[src/rtl/csync_window_ctrl.sv]
// Composite-sync separator and 240x240 window scheduler with lock FSM.
// Optional CSYNC_GLITCH_FILTER_EN adds a 3-sample majority filter after the synchronizer.
module csync_window_ctrl #(
  parameter int C_HSYNC_MIN = 64,
  parameter int C_VSYNC_MIN = 1024,
  parameter int C_H_START   = 72,
  parameter int C_V_START   = 56,
  parameter int C_W         = 240,
  parameter int C_H         = 240,
  parameter int C_LINES_MIN = 250,
  parameter int C_LINES_MAX = 320,
  parameter int C_TIMEOUT   = 65535
) (
  input  logic       clk,
  input  logic       reset,
  input  logic       clk_pixel_ena,
  input  logic       csync,
  output logic       hsync,
  output logic       vsync,
  output logic       blank,
  output logic [8:0] x,
  output logic [8:0] y,
  output logic       locked
);

  typedef enum logic [1:0] {
    UNLOCKED = 2'd0,
    CHECK    = 2'd1,
    LOCKED   = 2'd2
  } lock_state_t;

  localparam logic [10:0] HMIN_W  = 11'(C_HSYNC_MIN);
  localparam logic [10:0] VMIN_W  = 11'(C_VSYNC_MIN);
  localparam logic [15:0] TMO_W   = 16'(C_TIMEOUT);
  localparam logic [9:0]  HS_W    = 10'(C_H_START);
  localparam logic [9:0]  HE_W    = 10'(C_H_START + C_W);
  localparam logic [9:0]  VS_W    = 10'(C_V_START);
  localparam logic [9:0]  VE_W    = 10'(C_V_START + C_H);
  localparam logic [9:0]  LMIN_W  = 10'(C_LINES_MIN);
  localparam logic [9:0]  LMAX_W  = 10'(C_LINES_MAX);

  lock_state_t state, state_nxt;

  logic [1:0]  sync_ff;
  logic        cs, cs_d;
  logic        rise, fall;
  logic [10:0] width;
  logic        armed;
  logic [15:0] wd;
  logic        timeout;
  logic        line_end, frame_end;
  logic [8:0]  frame_lines, frame_lines_nxt;
  logic        frame_ok;
  logic        in_x, in_y;

  // Synchronizer resets high so a pulse already in progress at reset release
  // never produces a rising edge; only a fresh rise arms the width counter.
  always_ff @(posedge clk) begin
    if (reset) begin
      sync_ff <= 2'b11;
      cs_d    <= 1'b1;
    end else begin
      sync_ff <= {sync_ff[0], csync};
      cs_d    <= cs;
    end
  end

`ifdef CSYNC_GLITCH_FILTER_EN
  logic [1:0] samp;
  logic       vote;

  always_ff @(posedge clk) begin
    if (reset) begin
      samp <= 2'b11;
      vote <= 1'b1;
    end else begin
      samp <= {samp[0], sync_ff[1]};
      vote <= (sync_ff[1] & samp[0]) | (sync_ff[1] & samp[1]) | (samp[0] & samp[1]);
    end
  end

  assign cs = vote;
`else
  assign cs = sync_ff[1];
`endif

  assign rise      = cs & ~cs_d;
  assign fall      = ~cs & cs_d;
  assign timeout   = (wd == TMO_W);
  assign line_end  = fall & armed & (width >= HMIN_W) & (width < VMIN_W);
  assign frame_end = fall & armed & (width >= VMIN_W);

  // width holds the number of cycles the conditioned sync has been high
  always_ff @(posedge clk) begin
    if (reset) begin
      width <= '0;
      armed <= 1'b0;
    end else if (rise) begin
      width <= 11'd1;
      armed <= 1'b1;
    end else begin
      if (fall) armed <= 1'b0;
      if (cs && armed && width != 11'h7FF) width <= width + 11'd1;
    end
  end

  always_ff @(posedge clk) begin
    if (reset) begin
      hsync <= 1'b1;
      vsync <= 1'b1;
    end else if (fall) begin
      hsync <= 1'b1;
      vsync <= 1'b1;
    end else if (cs && armed) begin
      if (width >= HMIN_W) hsync <= 1'b0;
      if (width >= VMIN_W) vsync <= 1'b0;
    end
  end

  always_ff @(posedge clk) begin
    if (reset) begin
      wd <= '0;
    end else if (rise || fall) begin
      wd <= '0;
    end else if (!timeout) begin
      wd <= wd + 16'd1;
    end
  end

  always_ff @(posedge clk) begin
    if (reset) begin
      x <= '0;
      y <= '0;
    end else begin
      if (line_end || frame_end) x <= '0;
      else if (clk_pixel_ena && x != 9'd511) x <= x + 9'd1;

      if (timeout || frame_end) y <= '0;
      else if (line_end && y != 9'd511) y <= y + 9'd1;
    end
  end

  // The FSM judges the line count as it is being captured at the vsync end.
  assign frame_lines_nxt = frame_end ? y : frame_lines;
  assign frame_ok = ({1'b0, frame_lines_nxt} >= LMIN_W) && ({1'b0, frame_lines_nxt} <= LMAX_W);

  always_ff @(posedge clk) begin
    if (reset) begin
      state       <= UNLOCKED;
      frame_lines <= '0;
    end else begin
      state       <= state_nxt;
      frame_lines <= frame_lines_nxt;
    end
  end

  always_comb begin
    state_nxt = state;
    if (frame_end) begin
      case (state)
        UNLOCKED: state_nxt = frame_ok ? CHECK : UNLOCKED;
        CHECK:    state_nxt = frame_ok ? LOCKED : UNLOCKED;
        LOCKED:   state_nxt = frame_ok ? LOCKED : UNLOCKED;
        default:  state_nxt = UNLOCKED;
      endcase
    end
    if (timeout) state_nxt = UNLOCKED;
  end

  assign locked = (state == LOCKED);

  assign in_x = ({1'b0, x} >= HS_W) && ({1'b0, x} < HE_W);
  assign in_y = ({1'b0, y} >= VS_W) && ({1'b0, y} < VE_W);

  always_ff @(posedge clk) begin
    if (reset) begin
      blank <= 1'b1;
    end else begin
      blank <= !((state == LOCKED) && in_x && in_y);
    end
  end

endmodule

[config.mk]
export PLATFORM = sky130hd
export DESIGN_NAME = csync_window_ctrl
export DESIGN_NICKNAME = d
export VERILOG_FILES = /design/src/rtl/csync_window_ctrl.sv
export SDC_FILE = /design/constraint.sdc
export NUM_CORES = 1
export LEC_CHECK = 0
export BUFFER_PORTS_ARGS = -buffer_cell sky130_fd_sc_hd__buf_2
export CORE_UTILIZATION = 53
export CTS_CLUSTER_DIAMETER = 50
export DETAILED_ROUTE_END_ITERATION = 8
export GPL_TIMING_DRIVEN = 0
export PLACE_DENSITY = 0.75
export SKIP_LAST_GASP = 1
export SYNTH_ARGS = -nofsm -noshare
export SYNTH_HDL_FRONTEND = slang
export SYNTH_SLANG_ARGS = --single-unit
[constraint.sdc]
create_clock -name clk -period 1.9 [get_ports clk]
set_clock_uncertainty 0.15 [all_clocks]
set_input_delay 0.19 -clock clk [delete_from_list [all_inputs] [get_ports clk]]
set_output_delay 0.19 -clock clk [all_outputs]
set_load 0.02 [all_outputs]
# After elaboration in Yosys (flattened, before gate mapping)
# Index checks and enable logic that the tools add are counted.
# totals
register_bits,63
input_bits,4
word_cells,73
# classes
n_bitwise,8
eq_ne,6
muxes,8
add_sub_neg,4
n_reduce_logical,25
n_lt_le_gt_ge,9
# ops
operator,n
9-bit by 1-bit adder with 9-bit output (second input constant),2
9-bit less-than comparator (second input constant),2
9-bit inequality test (second input constant),2
16-bit by 1-bit adder with 16-bit output (second input constant),1
16-bit equality test (second input constant),1
2-bit OR reduction,7
11-bit by 1-bit adder with 11-bit output (second input constant),1
11-bit greater-or-equal comparator (second input constant),1
11-bit by 7-bit greater-or-equal comparator with 1-bit output (second input constant),1
11-bit less-than comparator (second input constant),1
11-bit inequality test (second input constant),1
9-bit by 6-bit greater-or-equal comparator with 1-bit output (second input constant),1
9-bit by 7-bit greater-or-equal comparator with 1-bit output (second input constant),1
9-bit by 8-bit greater-or-equal comparator with 1-bit output (second input constant),1
9-bit <= comparator (second input constant),1
1-bit logical AND,9
9-bit 2-to-1 mux,1
1-bit AND,6
1-bit 2-to-1 mux,5
2-bit one-hot mux with 2 select lines,1
2-bit AND reduction,2
2-bit nonzero test,2
1-bit logical OR,3
2-bit by 1-bit equality test with 1-bit output (second input constant),1
5 further kinds,6

# Depth between registers and ports, before layout
# depth
ltp_word,9
mapped_depth,9
depth_no_buf,8

# Least setup slack after synthesis
# OpenSTA, ideal clock, no wires.
# synth_path
path_kind,reg2reg
from,register y[1]
to,register y[7]
required_ns,1.680
path_buffers,0
period_less_slack_ns,2.162
setup_slack_ns,-0.262
path_stages_with_launch,9
t_arrival_ns,1.943
path_cell_list,dfxtp_1 -> ha_1 -> nand2_1 -> nor3_1 -> ha_1 -> and4bb_2 -> o21ai_4 -> or4_1 -> a21oi_1
# synth_via
elab_chain_cells,2
word_cells_on_any_way,3
# synth_lines
item,line,source
"start, declared",22,"output logic [8:0] y,"
"start signal, assigned",139,else if (line_end && y != 9'd511) y <= y + 9'd1;
"parallel branches: the longest is 2 deep, another holds 9-bit by 1-bit adder with 9-bit output",-,
# Several ways; the timed one is not identified.
# A chain may end at the register's enable or synchronous reset.

# Worst setup path after layout
# layout_path
from,register y[0]
to,register y[7]
# The elaborated chain is that of the path after synthesis.

==> reports/results.md <==
| Metric | This run |
|:---|:---|
| Synth Area in Compound Gates | 14.7% |
| Final weighted congestion in routability-driven placement | 0.791 |
| Kind of path behind the tightest hold check | primary input to flip-flop |
| Overall die height | 74.3 um |
| Endpoint of the worst register-to-register path | y[7] |
| Average detailed-routed wire length per instance | 13.7 um |
| Startpoint of the most critical hold path | reset |
| Worst setup slack for register-to-register paths | -0.12 ns |
| Cell area after placement | 3020 um2 |
| Remaining Overflow, GRT | 0 |
| Worst relative slew slack | 68.0% |
| Setup CP Type | flip-flop to flip-flop |
| Cell type contributing the most total cell area after synthesis | sky130_fd_sc_hd__dfxtp_1 |
| First-pass DRT Iterations | 4 |
| Status | complete, but fails checks |
| Boundary Pins | 26 |
| Top delay family on crit path | simple AND/OR/NAND/NOR gates |
| Clock Root Buffer | sky130_fd_sc_hd__clkbuf_8 |
| Violations in the final reports | setup timing |
| Areal power density over the cells | 599 nW/um2 |
| Final Max Slew Viols | 0 |
| Largest net degree at the start of global routing | 16 |
| Buffers from clock root to sink, at most | 2 |
| Worst Tran Pin Value | 0.479 ns |
| Antenna diode instance count | 0 |
| Initial Utilization | 56.8% |
| Final-stage net count | 372 |
| Count of input and output buffers | 25 |
| Power, Total | 1.99 mW |
| Top achievable clock speed | 0.494 GHz |
| CTS H-Tree Depth | 2 |
| Sequential area share after synthesis | 39.0% |
| Mapped Area | 2770 um2 |
| Average instance area after synthesis | 8.86 um2 |
| Layout overhead on the synthesized area | 20.2% |
| Time the worst path needs with I/O delays and setup | 2.02 ns |
| Via count of the routed design | 2405 |
| Portion of total power attributed to sequential cells | 57.7% |
| Power dissipated by switching net loads | 0.426 mW |
| Post-detailed-routing wire length | 5770 um |
| Destination of the worst hold path | wd[14] |
| Sort of element at the start of the critical path | flip-flop |
| Die area | 5520 um2 |
| Post-Synth Simple-Gate Area | 27.5% |
| Reported leakage power | 1.29 nW |
| Number of global-route vias before repair | 2115 |
| Total DRC errors in the routed layout | 0 |
| Synthesized Nets | 331 |
| Cells on worst reg2reg path | 8 |
| Mean number of vias per cell | 5.70 |
| Highest cell delay on the worst timing path | 0.49 ns |
| Async S/R FF share, synth | 0% |
| Share of the cycle needed by the critical path after routing | 107% |
| Largest family of logic cells by synthesized area | simple AND/OR/NAND/NOR gates |
| Share of cells above drive strength 1 | 27.3% |
| Met2 wire length | 2810 um |
| Setup WS post-layout | -0.125 ns |
| Required time of the critical path | 1.99 ns |
| Critical Path Slowest Stage Cell | sky130_fd_sc_hd__or4_4 |
| Clock sink total | 54 |
| Gate count after technology mapping | 313 |
| DR WL met3 | 180 um |
| Portion of netlist area occupied by mux cells | 2.53% |
| RSZ-0062 raised after global routing | yes |
| Relative contribution of the clock network to total power | 37.7% |
| Number of flip-flops and latches in the synthesized netlist | 54 |
| Met1 Wirelength | 2690 um |
| Post-synthesis share of cell area spent on full adders, half adders and majority gates | 6.32% |
| Worst path cell trace | ha_4, nand2_2, nor3_2, ha_2, and4bb_2, o21ai_4, or4_4, a21oi_2 |
| Clock tree from TritonCTS | yes |
| DP HPWL | 3990 um |
| Area of all placed cells without fillers | 3330 um2 |
| Global routing usage summed across all routing layers | 22.4% |
| Yosys warnings | 0 |
| Worst Hold Slack | 0.120 ns |
| Antenna violations before repair | 0 |
| Worst skew pair latency | 0.31 ns |
| Max layer used | met4 |
| Launch instance of the worst register-to-register path | y[0] |
| Highest ir drop seen on vdd | 400 uV |
| Fraction of power consumed by combinational cells | 4.6% |
| Hold violation total from the final report | 0 |
| Category of the worst setup path capture point | flip-flop |
| Core box area | 4880 um2 |
| Top area cells in the synthesized netlist | sky130_fd_sc_hd__dfxtp_1 39%, sky130_fd_sc_hd__ha_1 6.3%, sky130_fd_sc_hd__nor2_1 4.6% |
| Post-Synth XOR/XNOR Area | 5.69% |
| Register clock-pin slew on the reported worst setup and hold paths | 0.09 ns |
| Buf+Inv Stages, Crit Path | 0 |
| DRT iter0 DRCs | 114 |
| Switching Fraction | 21.4% |
| Crit Path Max Fanout | 6 |
| Setup violation total in the final timing report | 8 |
| Hold Path Depth | 3 |
| Number of distinct library cells after synthesis | 58 |
| Share of the synthesized area in the top cell type | 39.0% |
| Maximum capacitance violations | 0 |
| Horizontal die dimension | 74.3 um |
| EDFF count, synth | 0 |
| Final instance count without filler cells | 422 |
| Number of cell rows | 25 |
| Number of routed nets with antenna violations | 0 |
| Worst endpoint data arrival time | 2.12 ns |
| Global-route wire length before repair | 9540 um |
| Internal portion of total power | 1.57 mW |
| Synth Flop Type | sky130_fd_sc_hd__dfxtp_1 |
| CTS Buf Count | 5 |
| Number of placed cells counting well taps | 405 |
## metrics by stage
stage / setup WS (ns) / TNS (ns) / util (%)
after floorplan: -0.136 / -0.393 / -
after global placement: -0.213 / -0.771 / 61.9
after detailed placement: -0.270 / -1.26 / 61.9
after CTS: -0.147 / -0.655 / 65.8
after global routing: -0.186 / -1.37 / 68.3
final: -0.125 / -0.660 / 68.3
## cell usage after synthesis, drive strengths merged (6+ instances only)
| cell type | count |
|---|---|
| nor3 | 6 |
| nand2 | 20 |
| inv | 13 |
| dfxtp | 54 |
| clkbuf | 8 |
| buf | 6 |
| nor2 | 35 |
| nor4 | 7 |
| xnor2 | 7 |
| a21oi | 16 |
| nand3 | 10 |
| o21ai | 10 |
| and3 | 7 |
| o31ai | 8 |
| or4 | 6 |
| ha | 14 |
| mux2i | 7 |
| xor2 | 11 |
| nand4 | 13 |
## worst min-delay path, stage by stage
cell	delay, ns
sky130_fd_sc_hd__buf_2	0.11
sky130_fd_sc_hd__nand2b_1	0.17
sky130_fd_sc_hd__a211oi_1	0.06
## timing repair
action,in CTS,in global routing
resized for setup,6,35
setup endpoints to repair,18,32
buffers inserted,8,3
hold buffers,1,0
pin swaps,4,11
endpoints found under the hold margin,1,0
## cell usage in the layout (no fill, tap or decap), types with 3 or more instances in the layout
master,instances
sky130_fd_sc_hd__dfxtp_1,42
sky130_fd_sc_hd__nor2_1,33
sky130_fd_sc_hd__buf_2,25
sky130_fd_sc_hd__nand2_1,19
sky130_fd_sc_hd__inv_1,13
sky130_fd_sc_hd__a21oi_1,13
sky130_fd_sc_hd__nand4_1,12
sky130_fd_sc_hd__xor2_1,11
sky130_fd_sc_hd__buf_4,11
sky130_fd_sc_hd__ha_1,11
sky130_fd_sc_hd__nand3_1,9
sky130_fd_sc_hd__o21ai_0,9
sky130_fd_sc_hd__xnor2_1,7
sky130_fd_sc_hd__mux2i_1,7
sky130_fd_sc_hd__dfxtp_2,7
sky130_fd_sc_hd__clkbuf_1,6
sky130_fd_sc_hd__and3_1,6
sky130_fd_sc_hd__o31ai_1,6
sky130_fd_sc_hd__nor3_1,5
sky130_fd_sc_hd__a31oi_1,5
sky130_fd_sc_hd__clkbuf_8,5
sky130_fd_sc_hd__dfxtp_4,5
sky130_fd_sc_hd__or4_1,4
sky130_fd_sc_hd__nor2b_1,4
sky130_fd_sc_hd__or3_1,4
sky130_fd_sc_hd__or2_2,4
sky130_fd_sc_hd__a211oi_1,4
sky130_fd_sc_hd__a21oi_2,3
sky130_fd_sc_hd__and2_1,3
sky130_fd_sc_hd__nor4_1,3
sky130_fd_sc_hd__and4_1,3
## layer usage
metal,vias up,track usage [%]
met1,1134,28.2
li1,1217,-
met2,46,38.2
met4,0,8.18
met5,-,0
met3,8,4.20
## layout make-up
class | count | area [um2]
Buffer | 11 | 62.6
Clock buffer | 7 | 76.3
Clock inverter | 1 | 30.0
Fill cell | 417 | 1550
Inverter | 13 | 48.8
Multi-Input combinational cell | 232 | 1700
Sequential cell | 54 | 1110
Tap cell | 67 | 83.8
Timing Repair Buffer | 37 | 221
## kinds of logic after synthesis
group,after synthesis
buffers and inverters,27
adders and majority gates,14
xor gates and xnor gates,18
and+or+nand+nor,133
AOI/OAI and AO/OA,60
DFF,54
muxes,7
## power by group through the flow
stage	clock [mW]	combinational, mW	sequential (mW)
2_1_floorplan	0	0.0566	1.18
3_3_place_gp	0	0.0836	1.18
3_5_place_dp	0	0.0870	1.18
4_1_cts	0.774	0.0897	1.15
5_1_grt	0.810	0.103	1.15
6_report	0.752	0.0912	1.15
## sequential cells by signal (all words and copies together) (netlist names)
name and flops:
armed 1, blank 1, cs_d 1, hsync 1
state 2, sync_ff 2, vsync 1, wd 16
width 11, x 9, y 9
## how the worst max path moves through the flow
stage | startpoint | endpoint | slack [ns] | cells after the start
2_1_floorplan | y[3] | y[5] | -0.14 | 8
3_3_place_gp | y[3] | y[7] | -0.21 | 8
3_5_place_dp | y[3] | y[7] | -0.27 | 8
4_1_cts | y[0] | y[5] | -0.15 | 8
5_1_grt | y[0] | y[7] | -0.19 | 8
6_report | y[0] | y[7] | -0.12 | 8
Power figures use the tool's default switching activity.
